===== src/rtl/div_sequencer_if.sv =====
// ============================================================================
// Module  : div_sequencer_if
// Purpose : EX-stage request/response bundle for the iterative divide unit.
// Rev     : 1.0  initial release
// ============================================================================
`default_nettype none

interface div_sequencer_if #(
  parameter int XLEN = 32
);
  logic            DivReqE;
  logic [1:0]      DivOpE;
  logic [XLEN-1:0] Operand1E;
  logic [XLEN-1:0] Operand2E;
  logic            FlushE;
  logic            DivBusyE;
  logic            DivDoneE;
  logic [XLEN-1:0] DivResultE;

  modport master (
    output DivReqE, DivOpE, Operand1E, Operand2E, FlushE,
    input  DivBusyE, DivDoneE, DivResultE
  );

  modport slave (
    input  DivReqE, DivOpE, Operand1E, Operand2E, FlushE,
    output DivBusyE, DivDoneE, DivResultE
  );
endinterface

`default_nettype wire


===== src/rtl/div_sequencer.sv =====
// ============================================================================
// Module  : div_sequencer
// Purpose : RV32M DIV/DIVU/REM/REMU sequencer, 32-step restoring division.
//           Optional macro DIV_EARLY_OUT_EN: divide-by-zero and signed
//           overflow skip the iteration phase.
// Rev     : 1.0  initial release
// ============================================================================
`default_nettype none

module div_sequencer #(
  parameter int XLEN = 32
) (
  input  wire logic       CPU_CLK,
  input  wire logic       CPU_RSTN,
  div_sequencer_if.slave  bus
);

  localparam logic [1:0] ST_IDLE = 2'd0;
  localparam logic [1:0] ST_ITER = 2'd1;
  localparam logic [1:0] ST_FIX  = 2'd2;
  localparam logic [1:0] ST_DONE = 2'd3;

  localparam logic [XLEN-1:0] ALL_ONES = {XLEN{1'b1}};
  localparam logic [XLEN-1:0] MIN_NEG  = {1'b1, {(XLEN-1){1'b0}}};

  logic [1:0]      state;
  logic [4:0]      count;
  logic [1:0]      op;
  logic            sign1;
  logic            sign2;
  logic            div_zero;
  logic            ovf;
  logic [XLEN-1:0] dividend;
  logic [XLEN-1:0] divisor;
  logic [XLEN-1:0] rem;
  logic [XLEN-1:0] quot;
  logic [XLEN-1:0] result;

  logic            in_signed;
  logic            in_neg1;
  logic            in_neg2;
  logic            in_zero;
  logic            in_ovf;
  logic [XLEN-1:0] in_abs1;
  logic [XLEN-1:0] in_abs2;

  // DIV and REM (op bit 0 clear) are the signed flavours.
  assign in_signed = ~bus.DivOpE[0];
  assign in_neg1   = in_signed & bus.Operand1E[XLEN-1];
  assign in_neg2   = in_signed & bus.Operand2E[XLEN-1];
  assign in_abs1   = in_neg1 ? -bus.Operand1E : bus.Operand1E;
  assign in_abs2   = in_neg2 ? -bus.Operand2E : bus.Operand2E;
  assign in_zero   = (bus.Operand2E == '0);
  assign in_ovf    = in_signed & (bus.Operand1E == MIN_NEG) &
                     (bus.Operand2E == ALL_ONES);

  logic [XLEN:0] shifted;
  logic [XLEN:0] diff;

  assign shifted = {rem, quot[XLEN-1]};
  assign diff    = shifted - {1'b0, divisor};

  logic [XLEN-1:0] q_fix;
  logic [XLEN-1:0] r_fix;
  logic [XLEN-1:0] sel_fix;

  always_comb begin
    q_fix = (~op[0] & (sign1 ^ sign2)) ? -quot : quot;
    r_fix = (~op[0] & sign1) ? -rem : rem;
    if (div_zero) begin
      q_fix = ALL_ONES;
      r_fix = dividend;
    end else if (ovf) begin
      q_fix = MIN_NEG;
      r_fix = '0;
    end
    sel_fix = op[1] ? r_fix : q_fix;
  end

  always_ff @(posedge CPU_CLK) begin
    if (!CPU_RSTN) begin
      state    <= ST_IDLE;
      count    <= 5'd0;
      result   <= '0;
      op       <= 2'b00;
      sign1    <= 1'b0;
      sign2    <= 1'b0;
      div_zero <= 1'b0;
      ovf      <= 1'b0;
      dividend <= '0;
      divisor  <= '0;
      rem      <= '0;
      quot     <= '0;
    end else if (bus.FlushE) begin
      state <= ST_IDLE;
    end else begin
      case (state)
        ST_IDLE: begin
          if (bus.DivReqE) begin
            op       <= bus.DivOpE;
            sign1    <= in_neg1;
            sign2    <= in_neg2;
            div_zero <= in_zero;
            ovf      <= in_ovf;
            dividend <= bus.Operand1E;
            divisor  <= in_abs2;
            rem      <= '0;
            quot     <= in_abs1;
            count    <= 5'd31;
`ifdef DIV_EARLY_OUT_EN
            state    <= (in_zero | in_ovf) ? ST_FIX : ST_ITER;
`else
            state    <= ST_ITER;
`endif
          end
        end
        ST_ITER: begin
          // Keep the trial difference only when it did not borrow.
          if (!diff[XLEN]) begin
            rem  <= diff[XLEN-1:0];
            quot <= {quot[XLEN-2:0], 1'b1};
          end else begin
            rem  <= shifted[XLEN-1:0];
            quot <= {quot[XLEN-2:0], 1'b0};
          end
          if (count == 5'd0) begin
            state <= ST_FIX;
          end else begin
            count <= count - 5'd1;
          end
        end
        ST_FIX: begin
          result <= sel_fix;
          state  <= ST_DONE;
        end
        default: begin
          state <= ST_IDLE;
        end
      endcase
    end
  end

  logic busy;

  always_comb begin
    busy = 1'b0;
    case (state)
      ST_IDLE: busy = bus.DivReqE;
      ST_ITER: busy = 1'b1;
      ST_FIX:  busy = 1'b1;
      default: busy = 1'b0;
    endcase
    if (!CPU_RSTN || bus.FlushE) begin
      busy = 1'b0;
    end
  end

  assign bus.DivBusyE   = busy;
  assign bus.DivDoneE   = CPU_RSTN & ~bus.FlushE & (state == ST_DONE);
  assign bus.DivResultE = result;

endmodule

`default_nettype wire


===== src/flat_wrapper.sv =====
// flat-port wrapper written by rule: the top's interface ports become plain ports
module div_sequencer_flat 
#(
  parameter int XLEN = 32
)
  (CPU_CLK, CPU_RSTN, bus_DivReqE, bus_DivOpE, bus_Operand1E, bus_Operand2E, bus_FlushE, bus_DivBusyE, bus_DivDoneE, bus_DivResultE);
  div_sequencer_if #(.XLEN(XLEN)) bus_i ();
  input  wire logic CPU_CLK;
  input  wire logic CPU_RSTN;
  input wire logic [$bits(bus_i.DivReqE)-1:0] bus_DivReqE;
  input wire logic [$bits(bus_i.DivOpE)-1:0] bus_DivOpE;
  input wire logic [$bits(bus_i.Operand1E)-1:0] bus_Operand1E;
  input wire logic [$bits(bus_i.Operand2E)-1:0] bus_Operand2E;
  input wire logic [$bits(bus_i.FlushE)-1:0] bus_FlushE;
  output wire logic [$bits(bus_i.DivBusyE)-1:0] bus_DivBusyE;
  output wire logic [$bits(bus_i.DivDoneE)-1:0] bus_DivDoneE;
  output wire logic [$bits(bus_i.DivResultE)-1:0] bus_DivResultE;
  assign bus_i.DivReqE = bus_DivReqE;
  assign bus_i.DivOpE = bus_DivOpE;
  assign bus_i.Operand1E = bus_Operand1E;
  assign bus_i.Operand2E = bus_Operand2E;
  assign bus_i.FlushE = bus_FlushE;
  assign bus_DivBusyE = bus_i.DivBusyE;
  assign bus_DivDoneE = bus_i.DivDoneE;
  assign bus_DivResultE = bus_i.DivResultE;
  div_sequencer #(.XLEN(XLEN)) u_core (.CPU_CLK(CPU_CLK), .CPU_RSTN(CPU_RSTN), .bus(bus_i));
endmodule

===== config.mk =====
export PLATFORM = sky130hd
export DESIGN_NAME = div_sequencer_flat
export DESIGN_NICKNAME = d
export VERILOG_FILES = /design/src/rtl/div_sequencer_if.sv /design/src/rtl/div_sequencer.sv /design/src/flat_wrapper.sv
export SDC_FILE = /design/constraint.sdc
export NUM_CORES = 1
export LEC_CHECK = 0
export CAP_MARGIN = 30
export CORE_MARGIN = 1
export CORE_UTILIZATION = 38
export DETAILED_ROUTE_END_ITERATION = 10
export GPL_TIMING_DRIVEN = 0
export PLACE_DENSITY = 0.53
export RECOVER_POWER = 25
export SLEW_MARGIN = 20
export SYNTH_ARGS = -nofsm -noshare
export SYNTH_HDL_FRONTEND = slang
export SYNTH_SLANG_ARGS = --single-unit

===== constraint.sdc =====
create_clock -name CPU_CLK -period 5.8 [get_ports CPU_CLK]
set_input_delay 1.74 -clock CPU_CLK [delete_from_list [all_inputs] [get_ports CPU_CLK]]
set_output_delay 1.74 -clock CPU_CLK [all_outputs]
set_load 0.01 [all_outputs]

### Yosys cells after proc, flatten, opt, wreduce, memory -nomap -nowiden

Index checks and enable logic that the tools add are counted.

* flip-flop bits (word level): 173
* bits of input ports: 70
* output and inout port bits: 34
* word-level logic and storage cells: 75

* add/subtract/negate cells: 6
* equal/unequal tests: 8
* mux-type cells: 23
* bitwise operators: 13
* reductions and logical operators: 13

Operator list (count)
* two-way mux 32 bit: 12
* negator 32 bit: 4
* one-hot mux 32 bit (2 select lines): 2
* equality test 32 bit (second input constant): 2
* subtractor 33 x 32 -> 33 bit: 1
* logical NOT 32 bit: 1
* two-way mux 5 bit: 2
* one-hot mux 5 bit (2 select lines): 1
* AND 1 bit: 8
* one-hot mux 2 bit (3 select lines): 1
* AND reduction 3 bit: 2
* logical NOT 5 bit: 1
* subtractor 5 x 1 -> 5 bit (second input constant): 1
* equality test 2 bit (second input constant): 2
* two-way mux 2 bit: 2
* != test 2 bit (second input constant): 2
* NOT 1 bit: 4
* AND reduction 2 bit: 2
* AND reduction 4 bit: 1
* OR reduction 2 bit: 2
* equality test 2 x 1 -> 1 bit (second input constant): 1
* logical NOT 2 bit: 1
* two-way mux 1 bit: 2
* != test 2 x 1 -> 1 bit (second input constant): 1
* other kinds (5): 5

### Depth between registers and ports, before layout

* depth after elaboration: 6
* depth in mapped cells: 12
* gate-level depth less buffers: 11

### Least setup slack after synthesis

Ideal clock, no wire load.

* path type: input-to-output
* start point: input CPU_RSTN
* end point: output bus_DivBusyE
* data arrival time: 2429 ps
* data required time: 4060 ps
* slack: 1631 ps
* stages: 3
* buffers on the path: 1
* cells stage by stage: clkbuf_1 > nand2b_1 > nor3_1

* word-level cells in the longest chain between the ends: 3

Ends and longest elaborated chain
* start, declared: line flat_wrapper.sv:9 `input wire logic CPU_RSTN;`
* logical NOT 1 bit
* logical OR 1 bit: line div_sequencer.sv:153 `if (!CPU_RSTN || bus.FlushE) begin`
* two-way mux 1 bit: line div_sequencer.sv:153
* end, declared: line flat_wrapper.sv:15 `output wire logic [$bits(bus_i.DivBusyE)-1:0] bus_DivBusyE;`

No other way between the ends.

### Final worst setup path

Same ends and word-level chain as after synthesis.

==> results.sh <==
export IMPL_drt_iter0_markers=1022
export IMPL_cts_tree="done"
export IMPL_synth_compound_area_frac=0.267
export IMPL_cts_buffers_inserted=17
export IMPL_synth_top_family_by_area="compound AO/OA/AOI/OAI gates"
export IMPL_end_kind="output pin"
export IMPL_root_buffer="clkbuf_16"
export IMPL_nets=1797
export IMPL_synth_edf_count=0
export IMPL_grt_pass1_wl_um=67000
export IMPL_core_area_mm2=0.0307
export IMPL_initial_core_util=0.389
export IMPL_area_delta_synth_final_pct=17.5
export IMPL_setup_ws_ns=0.291
export IMPL_clkPwrFrac=0.373
export IMPL_path_class="input port to output pin"
export IMPL_cts_setup_buffers=0
export IMPL_cap_violations=0
export IMPL_syn_area_mm2=0.0119
export IMPL_worstPathRequired_ns=4.06
export IMPL_clock_sinks=173
export IMPL_final_setup_tns_ns=0
export IMPL_dp_hpwl_um=34900
export IMPL_ys_flop_type="dfxtp_1"
export IMPL_combinationalPowerShare=0.212
export IMPL_grt_start_max_net_pins=17
export IMPL_synth_area_leaders="dfxtp_1 29%, nand2_1 6.6%, xnor2_1 5.7%"
export IMPL_die_area_mm2=0.0322
export IMPL_power_mw=3.10
export IMPL_pre_cts_ws_ns=0.0155
export IMPL_gp_congestion=0.917
export IMPL_arrival_ns=3.77
export IMPL_fin_crit_ns=5.51
export IMPL_synth_area_per_cell_um2=7.65
export IMPL_synth_fa_ha_area_frac=0.0478
export IMPL_n_antenna_cell=0
export IMPL_first_global_vias=11300
export IMPL_period_share=0.950
export IMPL_hold_depth=2
export IMPL_synth_top_area_cell="dfxtp_1"
export IMPL_drive_gt1_frac=0.0342
export IMPL_viasPerCell=5.88
export IMPL_crit_path_max_fanout=10
export IMPL_intPower_mw=2.10
export IMPL_ir_drop_v=0.000204
export IMPL_drtPass1Iterations=8
export IMPL_htreeDepth=4
export IMPL_io_pins=104
export IMPL_synth_xor_area_share=0.106
export IMPL_fmax_mhz=182
export IMPL_yosysMostFrequentCell="nand2_1"
export IMPL_outcome="finished with violations"
export IMPL_violations="DRC"
export IMPL_fin_hold_ws_ns=0.470
export IMPL_ant_nets=0
export IMPL_ys_top_cells_by_count="209 x nand2_1, 173 x dfxtp_1, 99 x o21ai_0"
export IMPL_worst_pin_slew_ns=0.980
export IMPL_rows=64
export IMPL_synth_seq_cells=173
export IMPL_leakage_nw=5.55
export IMPL_hold_buffers=0
export IMPL_power_density_mw_per_mm2=221
export IMPL_grt_ovfl_total=0
export IMPL_maxSlewViolCount=0
export IMPL_synth_seq_area_share=0.290
export IMPL_dpl_cell_count=2059
export IMPL_cp_start_kind="input port"
export IMPL_power_switching_share=0.322
export IMPL_hold_violations=0
export IMPL_grt_antenna_before_repair=0
export IMPL_yosys_mux_area_fraction=0.00346
export IMPL_syn_nets=1676
export IMPL_yosysWarnings=0
export IMPL_fp_dieW_um=179
export IMPL_chipHeight_um=179
export IMPL_p_sw_uw=1000
export IMPL_drc_errors=12
export IMPL_rsz0062_at_grt="no"
export IMPL_routedWlPerCell_um=21.2
export IMPL_clkSlewWorstSetupHoldPaths_ns=0.07
export IMPL_slew_headroom=0.341
export IMPL_insertion_delay_ns=0.44
export IMPL_grt_total_usage=0.279
export IMPL_fin_skew_ns=0.0136
export IMPL_rr_worst_depth=12
export IMPL_setup_viol_count_final=0
export IMPL_stdcell_count=2091
export IMPL_drt_wl_total_um=44300
export IMPL_synth_top_area_frac=0.290
export IMPL_hp_class="flop to flop"
export IMPL_cts_buffer_depth=2
export IMPL_io_buffers=102
export IMPL_syn_inst=1561
export IMPL_synthSimpleGateAreaFrac=0.232
export IMPL_synthDistinctLibCells=67
export IMPL_power_frac_seq=0.415
export IMPL_async_flop_share=0
export IMPL_vias=12300
per-layer routing:
layer / track usage / routed length, um
met1: 0.394 / 20800
met2: 0.426 / 19300
met3: 0.0615 / 3370
met4: 0.0676 / 762
met5: 0 / 0
cell type report:
cell class                      count  area [um2]
Inverter                           65         244
Timing Repair Buffer              102        1020
Multi-Input combinational cell   1216        7840
Sequential cell                   173        3460
Tap cell                          396         495
Clock buffer                       18         439
Buffer                            107         408
Clock inverter                     14         134
Fill cell                        3242       16700
power groups by stage:
stage	combinational [mW]	clock [mW]	sequential, mW
6_report	0.658	1.16	1.29
5_1_grt	0.720	1.22	1.29
4_1_cts	0.653	1.18	1.28
3_5_place_dp	0.650	0	1.31
3_3_place_gp	0.644	0	1.31
2_1_floorplan	0.419	0	1.29
layout by cell type, fill, tap and decap left out, types with 7 or more instances in the layout:
cell             count
nand2_1            209
dfxtp_1            173
o21ai_0             99
clkbuf_1            96
a21oi_1             90
nor2_1              78
xnor2_1             78
nand3_1             73
clkdlybuf4s50_1     69
xor2_1              66
inv_1               65
a21boi_0            47
ha_1                44
nor2b_1             36
nor3_1              34
dlygate4sd3_1       33
and3_1              31
o211a_1             27
a221oi_1            26
o211ai_1            19
nor4_1              17
o31ai_1             17
clkbuf_16           17
a31oi_1             16
nand4_1             15
nand2b_1            14
or3_1               14
a21o_1              14
a32oi_1             14
a221o_1             12
o22ai_1             11
a32o_1               9
and2_1               8
o41ai_1              8
or4_1                7
a22o_1               7
logic make-up (layout without fill, tap and decap cells):
kind of cell	Yosys count	in the layout
xor+xnor	144	144
mux	4	4
compound gates	458	458
flops	173	173
simple gates	565	565
fa+ha+maj	45	45
buf+inv	172	306
worst max-delay path, stage by stage:
cell,delay [ns]
dlygate4sd3_1,0.69
clkbuf_2,0.41
nand2b_1,0.18
nor3_1,0.19
clkdlybuf4s50_1,0.56
metrics by stage:
step	utilization	instance area, um2
3_3_place_gp	0.438	13500
4_1_cts	0.457	14000
3_5_place_dp	0.438	13500
2_1_floorplan	-	11900
6_report	0.457	14000
5_1_grt	0.457	14000
state kept, by name, summed over array words and instances, names as in the netlist:
| name | count |
|---|---|
| u_core.quot | 32 |
| u_core.count | 5 |
| u_core.div_zero | 1 |
| u_core.bus.DivResultE | 32 |
| u_core.divisor | 32 |
| u_core.state | 2 |
| u_core.sign2 | 1 |
| u_core.ovf | 1 |
| u_core.op | 2 |
| u_core.rem | 32 |
| u_core.dividend | 32 |
| u_core.sign1 | 1 |
final timing paths:
| kind | endpoint | from | slack (ns) |
|---|---|---|---|
| max | bus_DivBusyE | CPU_RSTN | 0.29 |
| min | u_core.dividend[13] | u_core.dividend[13] | 0.47 |
| max reg2reg | u_core.rem[21] | u_core.quot[31] | 1.51 |
| min reg2reg | u_core.dividend[13] | u_core.dividend[13] | 0.47 |
what timing repair did:
| item | 4_1_cts | 5_1_grt |
|---|---|---|
| gates resized for setup | 0 | 2 |
| hold endpoints to repair | 0 | 0 |
| endpoints found under the setup margin | 0 | 1 |
Power figures use the tool's default switching activity.
